===== config.mk =====
export PLATFORM = sky130hd
export DESIGN_NAME = axis_to_bus
export DESIGN_NICKNAME = d
export VERILOG_FILES = /design/src/rtl/axis_to_bus_pkg.sv /design/src/rtl/axis_skid_buffer.sv /design/src/rtl/axis_to_bus.sv
export SDC_FILE = /design/constraint.sdc
export NUM_CORES = 1
export LEC_CHECK = 0
export BUFFER_PORTS_ARGS = -buffer_cell sky130_fd_sc_hd__buf_4
export CAP_MARGIN = 10
export CELL_PAD_IN_SITES_DETAIL_PLACEMENT = 2
export CELL_PAD_IN_SITES_GLOBAL_PLACEMENT = 2
export CORE_MARGIN = 2
export CORE_UTILIZATION = 35
export DETAILED_ROUTE_END_ITERATION = 7
export PLACE_DENSITY_LB_ADDON = 0.1
export SLEW_MARGIN = 15
export SYNTH_ARGS = -nofsm -noshare
export SYNTH_HDL_FRONTEND = slang
export SYNTH_HIERARCHICAL = 1
export SYNTH_SLANG_ARGS = --single-unit

===== constraint.sdc =====
create_clock -name aclk -period 2.5 [get_ports aclk]
set_clock_uncertainty 0.1 [all_clocks]
set_input_delay 0.5 -clock aclk [delete_from_list [all_inputs] [get_ports aclk]]
set_output_delay 0.5 -clock aclk [all_outputs]
set_load 0.01 [all_outputs]

===== src/rtl/axis_to_bus_pkg.sv =====
// Shared types and default widths for the stream-to-bus adapter.
package axis_to_bus_pkg;

  localparam int DEFAULT_DOUT_WIDTH = 16;
  localparam int DEFAULT_CNT_WIDTH  = 16;

  typedef enum logic [1:0] {
    EMPTY = 2'd0,
    ONE   = 2'd1,
    TWO   = 2'd2
  } occ_state_t;

endpackage


===== src/rtl/axis_skid_buffer.sv =====
// Two-entry in-order buffer between the slave stream and the output register.
// slot0 always holds the oldest word; ready depends only on registered state.
module axis_skid_buffer
  import axis_to_bus_pkg::*;
#(
  parameter int WIDTH = DEFAULT_DOUT_WIDTH
) (
  input  logic             aclk,
  input  logic             aresetn,
  input  logic             run,
  input  logic [WIDTH-1:0] in_data,
  input  logic             in_valid,
  output logic             in_ready,
  input  logic             pop_en,
  output logic [WIDTH-1:0] out_data,
  output logic             out_valid
);

  occ_state_t       state;
  occ_state_t       state_next;
  logic [WIDTH-1:0] slot0;
  logic [WIDTH-1:0] slot1;
  logic             push;
  logic             pop;

  assign push = in_valid && in_ready;
  assign pop  = pop_en && out_valid;

  always_ff @(posedge aclk or negedge aresetn) begin
    if (!aresetn) begin
      state <= EMPTY;
    end else begin
      state <= state_next;
    end
  end

  always_comb begin
    state_next = state;
    case (state)
      EMPTY: if (push) state_next = ONE;
      ONE: begin
        if (push && !pop)      state_next = TWO;
        else if (pop && !push) state_next = EMPTY;
      end
      TWO:     if (pop) state_next = ONE;
      default: state_next = EMPTY;
    endcase
  end

  always_comb begin
    in_ready  = run && (state != TWO);
    out_valid = (state != EMPTY);
    out_data  = slot0;
  end

  // A pop from TWO shifts slot1 forward; a push lands behind whatever survives the pop.
  always_ff @(posedge aclk or negedge aresetn) begin
    if (!aresetn) begin
      slot0 <= '0;
      slot1 <= '0;
    end else if (pop) begin
      if (state == TWO) begin
        slot0 <= slot1;
      end else if (push) begin
        slot0 <= in_data;
      end
    end else if (push) begin
      if (state == EMPTY) begin
        slot0 <= in_data;
      end else begin
        slot1 <= in_data;
      end
    end
  end

endmodule


===== src/rtl/axis_to_bus.sv =====
// AXI-stream to registered parallel bus with update strobe and counter.
// Optional macro AXIS_TO_BUS_CHANGE_ONLY_EN: strobe/count only when the value changes.
module axis_to_bus
  import axis_to_bus_pkg::*;
#(
  parameter int DOUT_WIDTH = DEFAULT_DOUT_WIDTH,
  parameter int CNT_WIDTH  = DEFAULT_CNT_WIDTH
) (
  input  logic                  aclk,
  input  logic                  aresetn,
  input  logic [DOUT_WIDTH-1:0] s_axis_tdata,
  input  logic                  s_axis_tvalid,
  output logic                  s_axis_tready,
  input  logic                  bus_en,
  output logic [DOUT_WIDTH-1:0] data_out,
  output logic                  data_strobe,
  output logic [CNT_WIDTH-1:0]  update_count
);

  logic                  run_reg;
  logic                  buf_valid;
  logic [DOUT_WIDTH-1:0] buf_data;
  logic                  pop;
  logic                  strobe_next;

  axis_skid_buffer #(
    .WIDTH (DOUT_WIDTH)
  ) u_buffer (
    .aclk      (aclk),
    .aresetn   (aresetn),
    .run       (run_reg),
    .in_data   (s_axis_tdata),
    .in_valid  (s_axis_tvalid),
    .in_ready  (s_axis_tready),
    .pop_en    (bus_en),
    .out_data  (buf_data),
    .out_valid (buf_valid)
  );

  assign pop = bus_en && buf_valid;

`ifdef AXIS_TO_BUS_CHANGE_ONLY_EN
  assign strobe_next = pop && (buf_data != data_out);
`else
  assign strobe_next = pop;
`endif

  // run_reg holds tready low for the first cycle after reset release.
  always_ff @(posedge aclk or negedge aresetn) begin
    if (!aresetn) begin
      run_reg      <= 1'b0;
      data_out     <= '0;
      data_strobe  <= 1'b0;
      update_count <= '0;
    end else begin
      run_reg     <= 1'b1;
      data_strobe <= strobe_next;
      if (pop) begin
        data_out <= buf_data;
      end
      if (strobe_next) begin
        update_count <= update_count + 1'b1;
      end
    end
  end

endmodule

==> results of run 1 <==
cell type report:
type | instances | share of cell area, %
clock buffers | 12 | 3.85
clock inverters | 4 | 1.92
inverters | 3 | 0.298
multi-input cells | 125 | 33.5
flip-flops and latches | 68 | 45.1
well taps | 105 | 3.48
repair buffers | 58 | 11.9
layer usage:
metal	vias up	part of all wire [%]
li1	839	-
met1	941	47
met2	34	49
met3	7	3.1
met4	0	0.96
met5	-	0
Yosys cell counts, types with 2 or more instances:
| library cell | instances | area, µm² |
|---|---|---|
| nand2_1 | 7 | 26.3 |
| nand3_1 | 6 | 30.0 |
| xor2_1 | 7 | 61.3 |
| nor2_1 | 5 | 18.8 |
| inv_1 | 3 | 11.3 |
| mux2_4 | 20 | 300 |
| and4_1 | 2 | 17.5 |
| dfrtp_1 | 68 | 1700 |
| mux2_2 | 45 | 507 |
| buf_2 | 3 | 15.0 |
| ha_1 | 3 | 37.5 |
| xnor2_1 | 8 | 70.1 |
| o22ai_1 | 2 | 12.5 |
| or2_2 | 2 | 12.5 |
| nand4_1 | 3 | 18.8 |
power by group through the flow:
stage	sequential, mW	combinational, mW	clock (mW)
after global placement	1.86	1.18	0
final	1.85	1.21	1.00
after global routing	1.93	1.32	1.08
after CTS	1.86	1.24	1.04
after floorplan	1.86	0.698	0
after detailed placement	1.88	1.22	0
worst paths after layout:
path / slack [ns] / end / from
worst min register to register: 0.37 / update_count[15] / update_count[15]
min in group aclk: 0.30 / u_buffer/slot1[0] / s_axis_tdata[0]
worst min-delay path: 0.07 / u_buffer/state[0] / aresetn
max in group asynchronous: 1.68 / u_buffer/out_data[14] / aresetn
worst max-delay path: 0.37 / u_buffer/out_data[5] / u_buffer/state[1]
worst max register to register: 0.37 / u_buffer/out_data[5] / u_buffer/state[1]
metrics by stage:
step / hold WS, ns / worst slack (ns) / std cells
2_1_floorplan: 0.104 / 0.608 / 201
3_3_place_gp: 0.357 / 0.474 / 359
3_5_place_dp: 0.371 / 0.420 / 359
4_1_cts: 0.0698 / 0.364 / 375
5_1_grt: 0.0961 / 0.279 / 375
6_report: 0.0662 / 0.374 / 375
critical path, cell delays in order (launching register included):
cell and delay, ns:
dfrtp_1 0.45, or2b_1 0.23, nand3_1 0.13, ha_1 0.27
a31oi_4 0.15, buf_4 0.30, mux2_2 0.37
cell families (layout without fill, tap and decap cells):
logic type	count (synthesis)	after routing	share of synthesized area, %
flip-flops	68	68	56.3
multiplexers	65	65	26.7
AND/OR/NAND/NOR	37	37	8.11
XOR/XNOR	15	15	4.35
buffers and inverters	8	77	1.90
AO/OA/AOI/OAI	4	4	1.28
adder cells (fa/ha/maj)	3	3	1.24
other	1	1	0.124
==> results.tsv, run 1 <==
stage	metric	value	unit
run_status	result_of_the_run	finished, final reports clean	
die	core_footprint	8300	µm²
global_routing	grt_pass1_vias	2039	
yosys	synth.cell_area	3020	µm²
power	internal_power	2.90	mW
detailed_routing	post_drt_via_cell_ratio	4.86	
global_routing	grt_first_pass_wirelength	10800	µm
power	switching_share	28.6	%
finish	footprint_of_the_multi_input_gates	1260	µm²
place	port_buffers	53	
global_routing	grt_antenna_before_repair	0	
global_routing	global_route.usage.total	14.5	%
setup_path	worstPathMaxFanout	16	
detailed_routing	route.detailed.wl_per_inst	16.9	µm
detailed_routing	detail_route.iter0.violations	14	
setup_path	ff2ff_path_depth	6	
min_path	hold_path.class	input port to asynchronous set/reset pin	
setup_path	worst-endpoint-required	2.62	ns
detailed_routing	drt-total-wl	6330	µm
clock_network	cts_buffers	9	
sta	timing_worst_slew_pin_value	0.619	ns
sta	setup-violations-final	0	
yosys	ys_warn_count	6	
finish	final_cell_mix	dfrtp_1, buf_4, mux2_2, mux2_4, clkbuf_8	
power	switchingPower	1.16	mW
clock_network	cts-htree-levels	3	
clock_network	clk_root_buffer_cell	clkbuf_8	
yosys	avgSynthCellArea	15.0	µm²
global_routing	global_route.usage.met3	3.25	%
global_routing	groute.layer.met1.usage	19.3	%
finish	final_common_cell	dfrtp_1	
power	clock_share_of_power	24.6	%
power	finalPower	4.06	mW
setup_path	worst_setup_path_start_kind	register	
clock_network	worst_setup_hold_path_clk_slew	0.07	ns
setup_path	critPathCaptureType	register	
place	placed_area	3560	µm²
yosys	netlist_instances	201	
sta	max_slew_headroom	58.6	%
clock_network	clock_insertion_delay_worst_skew	0.34	ns
yosys	post_synthesis_net_count	224	
sta	timing.final.crit_period	2.13	ns
yosys	async_flop_share	100	%
global_routing	gr-total-overflow	0	
die	std_cell_rows	33	
die	fp.dieW	96.9	µm
finish	final.fill_count	816	
yosys	synthFlopType	dfrtp_1	
detailed_routing	drc	0	
global_routing	grt.busiest_layer	met2	
finish	final_nets	288	
yosys	synth_enable_flop_cells	0	
power	share_comb_of_total_power	29.7	%
clock_network	cts_buffer_depth	2	
global_routing	grt_max_degree	44	
finish	post_route_cells_drive_above_1_share	53.7	%
finish	sequential_cell_area_in_the_final_layout	1700	µm²
place	dpl.hpwl	4390	µm
clock_network	cts_num_sinks	68	
detailed_routing	vias	1821	
clock_network	cts-hold-fix-buffers	0	
detailed_routing	route.antenna.remaining_nets	0	
clock_network	clock_tree_from_tritoncts	built	
clock_network	post_cts_setup_bufs	0	
yosys	synth-seq-area-share	56.3	%
die	initial_core_util	36.4	%
power	power_per_cell_area	1080	nW/µm²
finish	final_design_area_no_fill	3770	µm²
sta	setup-tns-final	0	ns
die	fp.dieH	96.9	µm
die	io_pins	54	
power	power.share.sequential	45.6	%
finish	synthesis_to_finish_area_growth	24.8	%
sta	setup_repair_after_global_routing_missed_its_margin	false	
run	drv.max_cap_violation_count	0	
power	static-leakage-power	1.81	nW
finish	utilization	45.5	%
sta	top_achievable_clock_speed	470	MHz
die	design.die.area	9400	µm²
sta	slew_violations	0	
power	vdd_ir_drop_max	0.000490	V
setup_path	cp.arrival	2.25	ns
global_routing	grt.met2_usage	23.1	%
sta	layout_worst_path_cycle_share	85.0	%
yosys	post_synthesis_register_bit_count	68	
finish	antennaDiodeCount	0	
detailed_routing	firstDrtPassIters	3	
yosys	synth.lib_cells_used.distinct	32	
setup_path	critical_path_class	register to register	
place	final_estimated_routing_congestion_in_global_placement	0.737	
sta	final_hold_viol_count	0	
clock_network	cts_resized	0	
(Power assumes the default switching activity.)
==> run 2: changes to the inputs <==
- GPL_TIMING_DRIVEN: default -> 0
- HOLD_SLACK_MARGIN: default -> 0.08
==> run 2 against run 1 <==
Effect of this change: sequential power barely moved; wire length rose by 0.79%; utilization fell by 0.23 points; cell count fell by 0.27%; clock power fell by 6%; count of clock-buffer cells in the layout rose by 2; combinational power barely moved; die area did not move; total power fell by 1.5%; flip-flop and latch count did not move; non-clock buffer count did not move; largest cell class unchanged; highest routed layer unchanged.
==> results.tsv, run 2 (synthesis results as in run 1) <==
stage	metric	value	unit
global_routing	grt_max_degree	69	
setup_path	crit_chain	or2b_1 -> nand3_1 -> ha_1 -> a31oi_4 -> buf_12 -> mux2_4	
place	placed_area	3550	µm²
place	dpl.hpwl	4420	µm
clock_network	cts-htree-levels	3	
power	power_per_cell_area	1070	nW/µm²
setup_path	cp.arrival	2.28	ns
finish	antennaDiodeCount	0	
place	final_estimated_routing_congestion_in_global_placement	0.715	
clock_network	cts_buffers	9	
die	std_cell_rows	33	
setup_path	path_buf_inv	1	
detailed_routing	drc	0	
detailed_routing	route.detailed.wl_per_inst	17.1	µm
sta	setup-tns-final	0	ns
clock_network	cts_buffer_depth	2	
finish	utilization	45.2	%
detailed_routing	vias	1821	
setup_path	critical_path_class	register to register	
sta	timing.final.crit_period	2.16	ns
finish	synthesis_to_finish_area_growth	24.2	%
sta	layout_worst_path_cycle_share	86.3	%
place	placed_cells	359	
global_routing	gr-total-overflow	0	
min_path	hold_path.class	input port to asynchronous set/reset pin	
sta	final_hold_viol_count	0	
global_routing	grt_first_pass_wirelength	10700	µm
detailed_routing	detail_route.iter0.violations	37	
clock_network	post_cts_setup_bufs	0	
setup_path	cp_max_delay_cell	dfrtp_1	
clock_network	worst_setup_hold_path_clk_slew	0.07	ns
power	switchingPower	1.15	mW
setup_path	worst-endpoint-required	2.62	ns
sta	setup-violations-final	0	
place	port_buffers	53	
finish	post_route_cells_drive_above_1_share	53.5	%
sta	max_slew_headroom	41.6	%
detailed_routing	uppermost_metal_layer_occupied_by_signal_nets	met4	
detailed_routing	dr_wl_met3	190	µm
run	drv.max_cap_violation_count	0	
clock_network	cts_num_sinks	68	
run_status	result_of_the_run	finished, final reports clean	
clock_network	cts_resized	0	
die	io_pins	54	
power	internal_power	2.85	mW
global_routing	grt_pass1_vias	1943	
global_routing	grt_antenna_before_repair	0	
clock_network	cts-hold-fix-buffers	0	
sta	slew_violations	0	
setup_path	cp_slowest_stage_delay	0.46	ns
power	static-leakage-power	1.80	nW
detailed_routing	firstDrtPassIters	4	
clock_network	clk_root_buffer_cell	clkbuf_8	
detailed_routing	met1_length	2930	µm
finish	sequential_cell_area_in_the_final_layout	1700	µm²
detailed_routing	route.antenna.remaining_nets	0	
sta	finalWorstSetupSlack	0.342	ns
finish	final.fill_count	830	
global_routing	global_route.usage.total	14.5	%
power	clock_share_of_power	23.5	%
finish	final_design_area_no_fill	3750	µm²
sta	setup_repair_after_global_routing_missed_its_margin	false	
clock_network	clock_insertion_delay_worst_skew	0.34	ns
detailed_routing	wl_met2	3170	µm
power	power.share.sequential	46.3	%
clock_network	clock_tree_from_tritoncts	built	
power	share_comb_of_total_power	30.2	%
power	vdd_ir_drop_max	0.000396	V
setup_path	worstPathMaxFanout	10	
finish	final_cell_mix	dfrtp_1, buf_4, mux2_2, mux2_4, clkbuf_8	
sta	timing_worst_slew_pin_value	0.875	ns
die	initial_core_util	36.4	%
finish	final_nets	288	
die	fp.dieW	96.9	µm
setup_path	worst_setup_path_start_kind	register	
finish	final_common_cell	dfrtp_1	
place	setup_ws_pre_cts	0.336	ns
detailed_routing	post_drt_via_cell_ratio	4.87	
die	design.die.area	9400	µm²
setup_path	crit_family	flip-flops	
detailed_routing	drt-total-wl	6380	µm
die	fp.dieH	96.9	µm
power	switching_share	28.8	%
sta	top_achievable_clock_speed	463	MHz
finish	finished_layout_cells	374	
die	core_footprint	8300	µm²
finish	footprint_of_the_multi_input_gates	1260	µm²
setup_path	critPathCaptureType	register	
==> run 2: worst register-to-register path, stage by stage, from the launching register on <==
cell	delay [ns]
dfrtp_1	0.46
or2b_1	0.23
nand3_1	0.11
ha_1	0.25
a31oi_4	0.36
buf_12	0.21
mux2_4	0.31
==> run 2: per-stage QoR <==
stage,hold WS [ns],power (mW)
6_report,0.169,4.00
5_1_grt,0.236,4.26
4_1_cts,0.210,4.09
3_5_place_dp,0.366,3.11
3_3_place_gp,0.357,3.03
2_1_floorplan,0.104,2.56
==> run 2: worst paths after layout <==
path	startpoint	endpoint	slack, ns	depth (start not counted)
setup / recovery	u_buffer/state[1]	u_buffer/out_data[8]	0.34	6
hold / removal	aresetn	u_buffer/slot1[3]	0.17	1
setup reg to reg	u_buffer/state[1]	u_buffer/out_data[8]	0.34	6
hold reg to reg	update_count[15]	update_count[15]	0.38	1
max in group asynchronous	aresetn	u_buffer/state[1]	1.55	1
min in group aclk	s_axis_tdata[9]	u_buffer/slot1[9]	0.30	2
==> run 2: power groups by stage <==
stage               combinational [mW]  sequential, mW  clock (mW)
floorplan                        0.698            1.86           0
global placement                  1.18            1.85           0
detailed placement                1.23            1.88           0
CTS                               1.25            1.86       0.977
global route                      1.31            1.92        1.03
finish                            1.21            1.85       0.939
==> run 2: metal layers <==
layer | track usage (%) | vias up
met2 | 22.8 | 36
met5 | 0 | -
met3 | 3.18 | 8
li1 | - | 833
met4 | 6.83 | 0
met1 | 19.2 | 944
==> run 2: cell type report <==
cell class	instances	area share (%)
Clock buffer	14	4.60
Clock inverter	1	0.800
Multi-Input combinational cell	125	33.7
Sequential cell	68	45.3
Buffer	5	1.23
Tap cell	105	3.50
Inverter	3	0.300
Timing Repair Buffer	53	10.6
